**src/rtl/seq_alloc.sv**
```systemverilog
// Round-robin sequence-number allocator: N requesters share one W-bit counter, result in a registered valid/ready slot.
// Optional epoch bit tracking counter wraps is enabled by defining SEQ_ALLOC_EPOCH_EN.
module seq_alloc #(
  parameter int N = 4,
  parameter int W = 8,
  localparam int IDW = (N > 1) ? $clog2(N) : 1
) (
  input  logic           clk,
  input  logic           rst,
  input  logic [N-1:0]   req_i,
  output logic [N-1:0]   gnt_o,
  input  logic           clear_i,
  output logic           rsp_vld_o,
  input  logic           rsp_rdy_i,
  output logic [IDW-1:0] rsp_id_o,
  output logic [W-1:0]   rsp_seq_o,
`ifdef SEQ_ALLOC_EPOCH_EN
  output logic           rsp_epoch_o,
`endif
  output logic           rsp_wrap_o
);

  typedef struct packed {
    logic         carry;
    logic [W-1:0] y;
  } inc_t;

  function automatic inc_t inc(input logic [W-1:0] a);
    inc_t r;
    {r.carry, r.y} = {1'b0, a} + {{W{1'b0}}, 1'b1};
    return r;
  endfunction

  logic [W-1:0]   cnt_r;
  logic [IDW-1:0] rr_ptr_r;
  logic [IDW-1:0] winner;
  logic [IDW-1:0] nxt_ptr;
  logic           found;
  logic           accept;
  logic [W-1:0]   seq_base;
  inc_t           inc_res;

  // Scan upward from the round-robin pointer; first set request wins.
  always_comb begin
    winner = '0;
    found  = 1'b0;
    for (int i = 0; i < N; i++) begin
      if (!found && req_i[(int'(rr_ptr_r) + i) % N]) begin
        winner = IDW'((int'(rr_ptr_r) + i) % N);
        found  = 1'b1;
      end
    end
  end

  assign accept   = found & (~rsp_vld_o | rsp_rdy_i) & ~rst;
  assign nxt_ptr  = (winner == IDW'(N - 1)) ? '0 : winner + 1'b1;
  assign seq_base = clear_i ? '0 : cnt_r;
  assign inc_res  = inc(seq_base);

  always_comb begin
    gnt_o = '0;
    if (accept) gnt_o[winner] = 1'b1;
  end

`ifdef SEQ_ALLOC_EPOCH_EN
  logic epoch_r;
  logic epoch_base;
  assign epoch_base = clear_i ? 1'b0 : epoch_r;
`endif

  // Response slot stage: new allocation replaces a consumed response on the same edge.
  always_ff @(posedge clk) begin
    if (rst) begin
      cnt_r      <= '0;
      rr_ptr_r   <= '0;
      rsp_vld_o  <= 1'b0;
      rsp_id_o   <= '0;
      rsp_seq_o  <= '0;
      rsp_wrap_o <= 1'b0;
`ifdef SEQ_ALLOC_EPOCH_EN
      epoch_r     <= 1'b0;
      rsp_epoch_o <= 1'b0;
`endif
    end else if (accept) begin
      cnt_r      <= inc_res.y;
      rr_ptr_r   <= nxt_ptr;
      rsp_vld_o  <= 1'b1;
      rsp_id_o   <= winner;
      rsp_seq_o  <= seq_base;
      rsp_wrap_o <= inc_res.carry;
`ifdef SEQ_ALLOC_EPOCH_EN
      rsp_epoch_o <= epoch_base;
      epoch_r     <= epoch_base ^ inc_res.carry;
`endif
    end else begin
      if (clear_i) begin
        cnt_r <= '0;
`ifdef SEQ_ALLOC_EPOCH_EN
        epoch_r <= 1'b0;
`endif
      end
      if (rsp_rdy_i) rsp_vld_o <= 1'b0;
    end
  end

endmodule

```
**config.mk**
```make
export PLATFORM = sky130hd
export DESIGN_NAME = seq_alloc
export DESIGN_NICKNAME = d
export VERILOG_FILES = /design/src/rtl/seq_alloc.sv
export SDC_FILE = /design/constraint.sdc
export NUM_CORES = 1
export LEC_CHECK = 0
export ABC_AREA = 1
export ABC_CLOCK_PERIOD_IN_PS = 3000
export CAP_MARGIN = 30
export CELL_PAD_IN_SITES_DETAIL_PLACEMENT = 1
export CELL_PAD_IN_SITES_GLOBAL_PLACEMENT = 1
export CORE_ASPECT_RATIO = 1.75
export CORE_MARGIN = 3
export CORE_UTILIZATION = 39
export DETAILED_ROUTE_END_ITERATION = 7
export PLACE_DENSITY_LB_ADDON = 0.05
export REMOVE_ABC_BUFFERS = 1
export SLEW_MARGIN = 10
export SYNTH_ARGS = -nofsm -noshare
export SYNTH_HDL_FRONTEND = slang
export SYNTH_SLANG_ARGS = --single-unit
export TNS_END_PERCENT = 50
```
**constraint.sdc**
```tcl
create_clock -name clk -period 3 [get_ports clk]
set_input_delay 0.6 -clock clk [delete_from_list [all_inputs] [get_ports clk]]
set_output_delay 0.6 -clock clk [all_outputs]
set_load 0.02 [all_outputs]
```
Word level (Yosys, flattened, before mapping)

Index checks and enable logic that the tools add are counted.

Register bits after elaboration: 22
Bits of input ports: 8

Add/sub/neg operators: 5
Magnitude comparators: 6
Eq/ne operators: 1
Mux-type cells: 27
Bitwise operators: 8
Reductions and logical operators: 11

Operators with widths:

| cell                  | count |
|---|---|
| $mux W8               | 2 |
| $mux W1               | 14 |
| $lt A3 B4 Y1 const B  | 3 |
| $mux W2               | 5 |
| $add A8 B1 Y9 const B | 1 |
| $bmux W1 S2           | 4 |
| $lt A2 B3 Y1 const B  | 2 |
| $reduce_or A2 Y1      | 3 |
| $add A2 B1 Y2 const B | 2 |
| $add A2 B2 Y2 const B | 2 |
| $logic_and A1 B1 Y1   | 4 |
| $mux W4               | 1 |
| $and A1 B1 Y1 const A | 3 |
| $logic_not A1 Y1      | 3 |
| $and A1 B1 Y1         | 2 |
| $demux W1 S2          | 1 |
| $eq A2 B2 Y1 const B  | 1 |
| $ge A2 B1 Y1 const B  | 1 |
| $not A1 Y1            | 2 |
| $reduce_bool A2 Y1    | 1 |
| $or A1 B1 Y1          | 1 |

Depth between registers and ports, before layout

Depth in word-level cells: 19
Gate-level depth with buffers: 14
Depth with buffers taken out: 13

Least setup slack after synthesis

OpenSTA, ideal clock, no wires.

Path type: input to output
Start point: in req_i[3]
End point: out gnt_o[1]
Arrival time: 1.903 ns
Setup slack: 0.497 ns
Stages on the path: 12
Buffers on the path: 1
Cell sequence: inv_1 -> nand2_1 -> nand3_1 -> nand2_2 -> nor2_8 -> nand3_4 -> buf_2 -> nand3_1 -> inv_1 -> ha_1 -> inv_1 -> nor2_1

Word-level cells in the longest chain between the ends: 17

RTL lines:

| item                                                                      | RTL line | text |
|---|---|---|
| start, declared                                                           | 10       | `input logic [N-1:0] req_i,` |
| $bmux W1 S2                                                               | 48       | `if (!found && req_i[(int'(rr_ptr_r) + i) % N]) begin` |
| $mux W1 (not written as such)                                             | 48       |  |
| $mux W1                                                                   | 48       |  |
| $logic_not A1 Y1                                                          | 48       |  |
| $logic_and A1 B1 Y1                                                       | 48       |  |
| $mux W1                                                                   | 48       |  |
| $logic_not A1 Y1                                                          | 48       |  |
| $logic_and A1 B1 Y1                                                       | 48       |  |
| [... 2 more ...]                                                          | n/a      |  |
| $logic_and A1 B1 Y1                                                       | 48       |  |
| $mux W2 *                                                                 | 48       |  |
| via winner[0]                                                             | 36       | `logic [IDW-1:0] winner;` |
| $lt A2 B3 Y1 (not written as such) / $ge A2 B1 Y1 (equally long branches) | 62       | `if (accept) gnt_o[winner] = 1'b1;` |
| $logic_and A1 B1 Y1 (not written as such)                                 | 62       |  |
| $mux W1 (not written as such)                                             | 62       |  |
| $demux W1 S2 *                                                            | 62       |  |
| $mux W4 *                                                                 | 62       |  |
| end, declared                                                             | 11       | `output logic [N-1:0] gnt_o,` |

Mark *: on every way through the listed nets, which the timed path passes. The rest lies on a longest branch. The select of a mux whose other input is x is not followed.

Worst setup path after layout

Start point: in req_i[1]
End point: out gnt_o[2]

Same word-level chain as after synthesis.

==> results.toml <==
[status]
outcome = "complete, no violations"

[clocking]
cts.sinks = 22
ctsRootBufferMaster = "clkbuf_8"
cts_tree = "done"
htree_levels = 1
max-clock-path-buffers = 2
cts.clk_slew.worst_paths_ps = 80
insertion_delay_ps = 260
cts_buffers = 3
hold_buffers = 0

[global_routing]
grt_max_degree = 27
grt_overflow = 0
grt_pass1_vias = 1582
grt_usage_pct = 19.7
grt_pass1_wl_um = 6760
grt_antenna_before_repair = 0

[setup_path]
rr_endpoint = "rsp_id_o[1]"
end_kind = "primary output"
crit_required_ps = 2400
worstReg2RegStart = "rr_ptr_r[0]"
rrSetupSlack_ps = 820
startpoint_type = "input port"
crit_path_start = "req_i[1]"
rr_worst_depth = 13
cp.arrival_ps = 2290
path_class = "input port to primary output"
worstPathMaxFanout = 4

[placement]
place_ws_ps = -445
dpl_cell_area_um2 = 1710
place.gp.congestion = 0.817
dp_hpwl_um = 3150
placed_cells = 290
portBuffers = 23

[min_path]
hold_end = "rsp_seq_o[5]"
hold_class = "flop to flop"
whs_path_depth = 2
hp-start = "rsp_seq_o[5]"

[drt]
top_layer = "met4"
met1_length_um = 1540
drc = 0
first_iter_violations = 13
post_drt_wl_per_cell_um = 13.7
via_per_inst = 4.97
totalWireLength_um = 4040
drt.antenna.violating_nets = 0
wl_met3_um = 40
dr.pass1.iters = 4
route.met2.wl_um = 2420
num_vias = 1461

[timing]
finClkSkew_ps = 1.61
slew_headroom_pct = 65.3
rsz0062_at_grt = "true"
worstMarginPinSlew_ps = 516
finalSetupViolations = 0
slew_violations = 0
max_freq_ghz = 0.346
hold_violations = 0
fin_ws_ps = 106
final.period_utilization_pct = 96.5
period_minus_slack_ps = 2890

[job]
maxCapViolCount = 0

[floorplanning]
die_height_um = 85.6
fp-row-count = 28
core_area_um2 = 3430
start_util_pct = 41.1
die_x_um = 51.5
dieArea_um2 = 4410
num_io_pins = 24

[yosys]
yosysWarnings = 0
synth-seq-cells = 22
synth_area_um2 = 1410
ys_seq_area_share_pct = 31.2
synth_cells = 220
yosysUniqueCellTypes = 22
syn_avg_cell_area_um2 = 6.42

[layout]
final_util_pct = 52.5
fin_nets = 264
layout_commonest_cell = "nand2_1"
final_area_um2 = 1800
n_fill_cell = 475
layout-drive-gt1-share_pct = 18.5
syn_to_final_growth_pct = 27.5
num_antenna_cells = 0
layout_common_cells = "nand2_1 (61), inv_1 (30), nor2_1 (28), dfxtp_1 (22), nand3_1 (21)"
seqCellArea_um2 = 440
multiInputGateArea_um2 = 831
instances_no_fill = 294

[power]
powerDensity_nw_per_um2 = 848
power_mw = 1.53
comb_power_share_pct = 62.9
p_clk_share_pct = 12.0
intPower_mw = 0.793
seqPwrFrac_pct = 25.2
irDropWorstVdd_v = 0.000387
power_switching_mw = 0.735
p_sw_share_pct = 48.1
p_leak_nw = 0.882
==> area by class of cell <==
class                      count  share of cell area (%)
clock buffer                   3                    2.29
inverter                      34                    7.36
multi-input combinational    156                    46.1
sequential                    22                    24.4
tap                           45                    3.12
timing repair buffer          34                    16.7
==> timing repair <==
action                                  CTS  global route
resized for setup                        17            16
pin swaps                                 1             6
setup buffers                             0             1
endpoints found under the setup margin    4             4
==> cell usage after synthesis <==
library cell	number	area [um2]
o21ai_0	4	20.0
inv_2	2	7.51
nand2_2	4	25.0
nor2_1	29	109
nor3_1	1	5.00
nor2_8	1	20.0
nand3_1	28	140
buf_2	1	5.00
ha_1	5	62.6
inv_6	1	8.76
nand2_1	65	244
buf_6	4	45.0
xor2_1	3	26.3
clkbuf_1	3	11.3
a21oi_1	5	25.0
a21oi_2	4	35.0
nand3b_1	1	7.51
nand2_4	2	22.5
nand3_4	1	17.5
nand4_1	3	18.8
inv_1	31	116
dfxtp_1	22	440
==> cells by family (layout without fill, tap and decap cells) <==
family | Yosys count | in the layout | share of synthesized area, %
AO/OA/AOI/OAI | 13 | 13 | 5.67
XOR/XNOR | 3 | 3 | 1.86
adder cells (fa/ha/maj) | 5 | 5 | 4.43
buffers and inverters | 42 | 71 | 13.7
flip-flops | 22 | 22 | 31.2
AND/OR/NAND/NOR | 135 | 135 | 43.1
==> flip-flops by register name, summed over array words and instances, names as in the netlist <==
register / flops
rsp_seq_o: 8
cnt_r: 8
rsp_wrap_o: 1
rsp_id_o: 2
rsp_vld_o: 1
rr_ptr_r: 2
==> worst max-delay path by stage <==
stage | endpoint | slack (ps) | cells after the start
floorplan | gnt_o[0] | 590 | 10
global placement | gnt_o[2] | -380 | 14
detailed placement | gnt_o[2] | -450 | 14
CTS | gnt_o[2] | 10 | 14
global route | gnt_o[3] | -50 | 14
finish | gnt_o[2] | 110 | 14
==> through the flow <==
| step | TNS, ps | hold slack, ps |
|---|---|---|
| global route | -93.0 | 506 |
| finish | 0 | 467 |
| detailed placement | -1670 | 464 |
| floorplan | 0 | 486 |
| CTS | 0 | 475 |
| global placement | -1380 | 450 |
==> per-layer routing <==
metal | vias up | global-route usage (%)
li1 | 731 | -
met1 | 717 | 19.5
met2 | 9 | 40.6
met3 | 4 | 1.74
met4 | 0 | 5.73
met5 | - | 0
==> critical path, cell delays in order <==
cell and delay [ps]:
clkdlybuf4s50_1 490, inv_1 50, nand2_1 100, nand3_2 130, nand2_4 120, nor2_8 50
nand2_1 90, nand3_2 100, nand2_2 90, inv_1 60, ha_1 170, inv_1 60
nor2_2 40, buf_4 140
==> power groups by stage <==
stage	combinational (mW)	sequential, mW	clock, mW
2_1_floorplan	0.547	0.409	0
3_3_place_gp	0.882	0.386	0
3_5_place_dp	0.915	0.388	0
4_1_cts	0.897	0.381	0.188
5_1_grt	1.08	0.388	0.203
6_report	0.961	0.384	0.183
Note: power is estimated with default switching activity, not from simulation.
